**src/rtl/rst_seq.sv**
```systemverilog
// Power-on reset sequencer.
// Keeps N_OUT reset domains asserted while the clock source is unlocked, then
// releases them in index order: rst_out[0] after INIT_DELAY cycles, and each
// following bit STAGE_DELAY cycles after the one before it. A synchronous soft
// request re-runs the whole sequence, and hold pauses it. seq_done/busy report
// whether the sequence is complete. All outputs are registered.
module rst_seq #(
  parameter int N_OUT       = 3,
  parameter int DELAY_W     = 8,
  parameter int INIT_DELAY  = 16,
  parameter int STAGE_DELAY = 8,
  parameter int ACTIVE_HIGH = 1
) (
  input  logic             clk,
  input  logic             locked,
  input  logic             soft_rst_req,
  input  logic             hold,
  output logic [N_OUT-1:0] rst_out,
  output logic             seq_done,
  output logic             busy
);

  // stage has to count up to N_OUT, so it needs room for N_OUT+1 values.
  localparam int SW = $clog2(N_OUT + 1);

  localparam logic             ASSERT_LVL   = (ACTIVE_HIGH != 0);
  localparam logic             RELEASE_LVL  = ~ASSERT_LVL;
  localparam logic [N_OUT-1:0] ALL_ASSERTED = {N_OUT{ASSERT_LVL}};

  // Terminal counts. cnt never goes above the larger of these, so it never wraps.
  localparam logic [DELAY_W-1:0] INIT_LAST  = DELAY_W'(INIT_DELAY - 1);
  localparam logic [DELAY_W-1:0] STAGE_LAST = DELAY_W'(STAGE_DELAY - 1);
  localparam logic [SW-1:0]      LAST_STAGE = SW'(N_OUT - 1);

  typedef enum logic [1:0] {
    S_INIT,
    S_STAGE,
    S_DONE
  } state_e;

  state_e             state_q;
  logic [DELAY_W-1:0] cnt_q;
  logic [SW-1:0]      stage_q;
  logic [N_OUT-1:0]   rst_out_q;
  logic               seq_done_q;
  logic               busy_q;

  // Sequencer FSM. The priority order is lock loss, then soft request, then hold,
  // then counting.
  // NOTE: every register here is sequential state, so each one is assigned with
  // non-blocking <=. That keeps reads of the *_q values consistent within an edge.
  always_ff @(posedge clk or negedge locked) begin
    if (!locked) begin
      state_q    <= S_INIT;
      cnt_q      <= '0;
      stage_q    <= '0;
      rst_out_q  <= ALL_ASSERTED;
      seq_done_q <= 1'b0;
      busy_q     <= 1'b1;
    end else if (soft_rst_req) begin
      // This edge becomes edge 0 of a fresh sequence.
      state_q    <= S_INIT;
      cnt_q      <= '0;
      stage_q    <= '0;
      rst_out_q  <= ALL_ASSERTED;
      seq_done_q <= 1'b0;
      busy_q     <= 1'b1;
    end else begin
      case (state_q)
        S_INIT: begin
          if (!hold) begin
            if (cnt_q == INIT_LAST) begin
              rst_out_q[0] <= RELEASE_LVL;
              cnt_q        <= '0;
              stage_q      <= SW'(1);
              if (N_OUT == 1) begin
                state_q    <= S_DONE;
                seq_done_q <= 1'b1;
                busy_q     <= 1'b0;
              end else begin
                state_q <= S_STAGE;
              end
            end else begin
              cnt_q <= cnt_q + DELAY_W'(1);
            end
          end
        end

        S_STAGE: begin
          if (!hold) begin
            if (cnt_q == STAGE_LAST) begin
              // Release the bit selected by stage. Bits below it are already
              // released, which keeps the asserted bits contiguous at the top.
              for (int k = 0; k < N_OUT; k++) begin
                if (SW'(k) == stage_q) begin
                  rst_out_q[k] <= RELEASE_LVL;
                end
              end
              cnt_q   <= '0;
              stage_q <= stage_q + SW'(1);
              if (stage_q == LAST_STAGE) begin
                state_q    <= S_DONE;
                seq_done_q <= 1'b1;
                busy_q     <= 1'b0;
              end
            end else begin
              cnt_q <= cnt_q + DELAY_W'(1);
            end
          end
        end

        S_DONE: begin
          // Stay here until lock is lost or a soft request arrives. Hold has no
          // effect in this state.
        end

        default: begin
          state_q <= S_INIT;
        end
      endcase
    end
  end

  assign rst_out  = rst_out_q;
  assign seq_done = seq_done_q;
  assign busy     = busy_q;

endmodule

```
**config.mk**
```make
export PLATFORM = sky130hd
export DESIGN_NAME = rst_seq
export DESIGN_NICKNAME = d
export VERILOG_FILES = /design/src/rtl/rst_seq.sv
export SDC_FILE = /design/constraint.sdc
export NUM_CORES = 1
export LEC_CHECK = 0
export BUFFER_PORTS_ARGS = -buffer_cell sky130_fd_sc_hd__buf_2
export CORE_UTILIZATION = 50
export CTS_BUF_LIST = sky130_fd_sc_hd__clkbuf_4
export CTS_CLUSTER_SIZE = 40
export DETAILED_ROUTE_END_ITERATION = 6
export PLACE_DENSITY = 0.8
export SLEW_MARGIN = 20
export SYNTH_ARGS = -nofsm -noshare
export SYNTH_HDL_FRONTEND = slang
export SYNTH_SLANG_ARGS = --single-unit
```
**constraint.sdc**
```tcl
create_clock -name clk -period 4.85 [get_ports clk]
set_input_delay 0.7275 -clock clk [delete_from_list [all_inputs] [get_ports clk]]
set_output_delay 0.7275 -clock clk [all_outputs]
set_load 0.01 [all_outputs]
```
==> flow_results.xml <==
<?xml version="1.0" encoding="UTF-8"?>
<metrics>
  <group name="status">
    <metric name="result_of_the_run" unit="">completed</metric>
  </group>
  <group name="clock_network">
    <metric name="cts_setup_buffers" unit="">0</metric>
    <metric name="clock_latency" unit="ns">0.30</metric>
    <metric name="ctsHoldBuffers" unit="">0</metric>
    <metric name="cts.reportedPaths.clkPinSlew" unit="ns">0.10</metric>
    <metric name="clock_root_buffer" unit="">sky130_fd_sc_hd__clkbuf_4</metric>
    <metric name="cts_made_buffers" unit="">3</metric>
    <metric name="cts.htree.levels" unit="">1</metric>
    <metric name="clkSinkCount" unit="">16</metric>
    <metric name="cts_resized" unit="">0</metric>
    <metric name="tritoncts" unit="">built</metric>
    <metric name="max-clock-path-buffers" unit="">2</metric>
  </group>
  <group name="synth">
    <metric name="postSynthRegisterBits" unit="">16</metric>
    <metric name="syn-mean-instance-area" unit="sq um">9.539</metric>
    <metric name="synth.largest_area_cell" unit="">sky130_fd_sc_hd__dfrtp_1</metric>
    <metric name="synth_warnings" unit="">0</metric>
    <metric name="yosys.area.top_type_share" unit="">0.3667</metric>
    <metric name="post_synth_instance_area" unit="sq um">887.1</metric>
    <metric name="synth_nets" unit="">101</metric>
    <metric name="yosysSeqAreaShare" unit="">0.4556</metric>
    <metric name="ys_types" unit="">30</metric>
    <metric name="synth.area.top_cells" unit="">sky130_fd_sc_hd__dfrtp_1 37%, sky130_fd_sc_hd__dfstp_2 8.9%, sky130_fd_sc_hd__ha_1 5.6%</metric>
    <metric name="synth-async-reset-ratio" unit="">1.000</metric>
    <metric name="number_of_flops_mapped_to_enable_cells_by_yosys" unit="">0</metric>
    <metric name="synth-main-ff-cell" unit="">sky130_fd_sc_hd__dfrtp_1</metric>
    <metric name="syn-instance-count" unit="">93</metric>
  </group>
  <group name="critical_path">
    <metric name="critical_path.endpoint_type" unit="">flip-flop</metric>
    <metric name="critPathSlowestCell" unit="">sky130_fd_sc_hd__or4_4</metric>
    <metric name="reg2reg_depth" unit="">4</metric>
    <metric name="critical_path.cell_chain" unit="">or4_4, nor4_4, nand3_1, a21oi_1</metric>
    <metric name="worstPathMaxFanout" unit="">7</metric>
    <metric name="worstPathArrival" unit="ns">2.08</metric>
    <metric name="worst-r2r-setup-slack" unit="ns">3.00</metric>
    <metric name="critical_path.reg2reg.startpoint" unit="">cnt_q[4]$_DFFE_PN0P_</metric>
    <metric name="slowest_delay" unit="ns">0.59</metric>
    <metric name="crit_required" unit="ns">5.08</metric>
    <metric name="criticalPathCategory" unit="">flip-flop to flip-flop</metric>
    <metric name="critical_path.startpoint_type" unit="">flip-flop</metric>
    <metric name="r2r_end" unit="">stage_q[1]$_DFFE_PN0P_</metric>
  </group>
  <group name="detailed_routing">
    <metric name="drt-pass1-iter-count" unit="">6</metric>
    <metric name="routedWlPerCell" unit="um">13.93</metric>
    <metric name="routed_wl" unit="um">1630</metric>
    <metric name="drt_iter0_markers" unit="">10</metric>
    <metric name="vias_per_cell" unit="">5.872</metric>
    <metric name="drc_errors" unit="">0</metric>
    <metric name="detailroute.via_count" unit="">687</metric>
    <metric name="final_antenna_net_count" unit="">0</metric>
  </group>
  <group name="floorplan">
    <metric name="floorplan_die_area" unit="sq mm">0.001947</metric>
    <metric name="core_area" unit="sq mm">0.001577</metric>
    <metric name="io-pin-count" unit="">9</metric>
    <metric name="placementRows" unit="">14</metric>
    <metric name="floorplan.initialDensity" unit="">0.5627</metric>
    <metric name="die_height" unit="um">44.12</metric>
    <metric name="die_x" unit="um">44.12</metric>
  </group>
  <group name="grt">
    <metric name="grt_max_degree" unit="">17</metric>
    <metric name="globalRouteTotalUtil" unit="">0.2084</metric>
    <metric name="globalRouteOverflowTotal" unit="">0</metric>
    <metric name="grt_first_pass_wirelength" unit="um">2911</metric>
    <metric name="antenna_found_initial" unit="">0</metric>
    <metric name="grt_pass1_vias" unit="">685</metric>
  </group>
  <group name="sta">
    <metric name="finalSetupViolCount" unit="">0</metric>
    <metric name="finalClockSkew" unit="ns">0.003568</metric>
    <metric name="timing.final.crit_period" unit="ns">1.853</metric>
    <metric name="period_share" unit="">0.3821</metric>
    <metric name="number_of_hold_violations_in_the_final_report" unit="">0</metric>
    <metric name="timing.fmax" unit="MHz">539.6</metric>
    <metric name="final.setup.tns" unit="ns">0</metric>
    <metric name="worst-slew-pin-transition" unit="ns">0.4552</metric>
    <metric name="grt_setup_unrepaired" unit="">false</metric>
    <metric name="slew_headroom" unit="">0.6943</metric>
    <metric name="report.final.slew_viol_count" unit="">0</metric>
  </group>
  <group name="placement">
    <metric name="place.port_buffers" unit="">8</metric>
    <metric name="cell_count_after_placement" unit="">113</metric>
    <metric name="gpl.final_weighted_congestion" unit="">0.8026</metric>
    <metric name="final_hpwl_dp" unit="um">1159</metric>
  </group>
  <group name="cells_and_area">
    <metric name="synth_to_final_area_change" unit="%">7.616</metric>
    <metric name="nNetsFinal" unit="">110</metric>
    <metric name="n_fill_cell" unit="">141</metric>
    <metric name="fin_util" unit="">0.6056</metric>
    <metric name="drive_gt1_frac" unit="">0.1980</metric>
    <metric name="antenna_cells_inserted" unit="">0</metric>
    <metric name="stdcell_count" unit="">117</metric>
  </group>
  <group name="power">
    <metric name="comb_power_share" unit="">0.073</metric>
    <metric name="p_sw_frac" unit="">0.2563</metric>
    <metric name="vdd_ir_drop_max" unit="mV">0.1634</metric>
    <metric name="clock_share_of_power" unit="">0.327</metric>
    <metric name="power" unit="uW">231.6</metric>
    <metric name="pwr_density_cell" unit="mW/mm^2">242.6</metric>
    <metric name="internal-power" unit="uW">172.2</metric>
    <metric name="sequentialPowerShare" unit="">0.600</metric>
    <metric name="net_switching_component_of_the_power" unit="uW">59.35</metric>
    <metric name="power.static_leakage" unit="uW">0.0003970</metric>
  </group>
  <group name="run">
    <metric name="drv_cap" unit="">0</metric>
  </group>
  <group name="hold_path">
    <metric name="hp-class" unit="">primary input to asynchronous set/reset pin</metric>
  </group>
</metrics>
per-stage QoR:
| step | setup WS (ns) | cell area [sq um] | hold WS (ns) |
|---|---|---|---|
| final | 2.997 | 954.7 | 0.3206 |
| after CTS | 2.996 | 954.7 | 0.3413 |
| after detailed placement | 2.822 | 928.4 | 0.5042 |
| after global routing | 2.863 | 954.7 | 0.3475 |
| after global placement | 2.869 | 928.4 | 0.4983 |
| after floorplan | 3.061 | 887.1 | 0.4319 |
power by group through the flow:
stage | sequential [uW] | clock [uW] | combinational, uW
floorplan | 141 | 0 | 11.4
global placement | 141 | 0 | 16.6
detailed placement | 141 | 0 | 17.1
CTS | 139 | 73.8 | 17.2
global route | 139 | 80.3 | 20.0
finish | 139 | 75.7 | 17.0
cell families after synthesis:
family | Yosys count | share of synthesized area
simple gates | 44 | 0.2652
compound gates | 18 | 0.1481
flops | 16 | 0.4556
buf+inv | 7 | 0.03385
fa+ha+maj | 4 | 0.05642
xor+xnor | 3 | 0.02962
mux | 1 | 0.01128
how the worst max path moves through the flow:
stage / startpoint / endpoint / slack [ns] / depth (start not counted)
after floorplan: hold / cnt_q[7]$_DFFE_PN0P_ / 3.06 / 5
after global placement: soft_rst_req / cnt_q[4]$_DFFE_PN0P_ / 2.87 / 5
after detailed placement: soft_rst_req / cnt_q[4]$_DFFE_PN0P_ / 2.82 / 5
after CTS: cnt_q[4]$_DFFE_PN0P_ / stage_q[1]$_DFFE_PN0P_ / 3.00 / 4
after global routing: cnt_q[4]$_DFFE_PN0P_ / stage_q[1]$_DFFE_PN0P_ / 2.86 / 4
final: cnt_q[4]$_DFFE_PN0P_ / stage_q[1]$_DFFE_PN0P_ / 3.00 / 4
synth_stat cells, types with 2 or more instances:
cell type / count
sky130_fd_sc_hd__nand2_1: 11
sky130_fd_sc_hd__a21o_1: 5
sky130_fd_sc_hd__xnor2_1: 2
sky130_fd_sc_hd__dfstp_2: 3
sky130_fd_sc_hd__o21ai_1: 4
sky130_fd_sc_hd__dfrtp_1: 13
sky130_fd_sc_hd__nor3_1: 4
sky130_fd_sc_hd__nand2b_1: 3
sky130_fd_sc_hd__a21oi_1: 5
sky130_fd_sc_hd__clkbuf_1: 3
sky130_fd_sc_hd__ha_1: 4
sky130_fd_sc_hd__inv_1: 3
sky130_fd_sc_hd__nor2_1: 9
sky130_fd_sc_hd__nand3_1: 8
cell type report:
class | count | area [sq um] | area share
clock inverters | 1 | 3.754 | 0.003932
multi-input cells | 70 | 452.9 | 0.4744
clock buffers | 3 | 22.52 | 0.02359
inverters | 3 | 11.26 | 0.01180
repair buffers | 8 | 40.04 | 0.04194
flip-flops and latches | 16 | 404.1 | 0.4233
well taps | 16 | 20.02 | 0.02097
worst max-delay path: cells and delay by family (launching register included):
kind	cells	cell delay, ns
simple gates	3	1.16
flops	1	0.44
compound gates	1	0.18
layout by cell type (no fill, tap or decap):
cell type / Yosys / layout
sky130_fd_sc_hd__nor3_2: 1 / 1
sky130_fd_sc_hd__and3_1: 1 / 1
sky130_fd_sc_hd__a22o_1: 1 / 1
sky130_fd_sc_hd__a21oi_1: 5 / 5
sky130_fd_sc_hd__or4_1: 1 / 1
sky130_fd_sc_hd__inv_1: 3 / 3
sky130_fd_sc_hd__clkinv_1: 0 / 1
sky130_fd_sc_hd__buf_2: 0 / 8
sky130_fd_sc_hd__nor2b_1: 1 / 1
sky130_fd_sc_hd__nand2_1: 11 / 11
sky130_fd_sc_hd__dfrtp_1: 13 / 13
sky130_fd_sc_hd__a31o_1: 1 / 1
sky130_fd_sc_hd__nor2_1: 9 / 9
sky130_fd_sc_hd__dfstp_2: 3 / 3
sky130_fd_sc_hd__a21o_1: 5 / 5
sky130_fd_sc_hd__clkbuf_4: 0 / 3
sky130_fd_sc_hd__or4_4: 1 / 1
sky130_fd_sc_hd__ha_1: 4 / 4
sky130_fd_sc_hd__nor4_1: 1 / 1
sky130_fd_sc_hd__o21ba_2: 1 / 1
sky130_fd_sc_hd__nand3_1: 8 / 8
sky130_fd_sc_hd__o31ai_4: 1 / 1
sky130_fd_sc_hd__nor4_4: 1 / 1
sky130_fd_sc_hd__xor2_1: 1 / 1
sky130_fd_sc_hd__nor3_1: 4 / 4
sky130_fd_sc_hd__xnor2_1: 2 / 2
sky130_fd_sc_hd__o21ai_1: 4 / 4
sky130_fd_sc_hd__nand2b_1: 3 / 3
sky130_fd_sc_hd__mux2i_1: 1 / 1
sky130_fd_sc_hd__or3_1: 1 / 1
sky130_fd_sc_hd__or2_2: 1 / 1
state kept, by name, summed over array words and instances (netlist names):
register and count:
cnt_q 8, state_q 2, seq_done 1, stage_q 2, rst_out 3
metal layers:
| layer | routed length, um | track usage |
|---|---|---|
| met4 | 47 | 0.1333 |
| met5 | 0 | 0 |
| met2 | 729 | 0.3206 |
| met3 | 63 | 0.02857 |
| met1 | 789 | 0.2756 |
(Power assumes the default switching activity.)
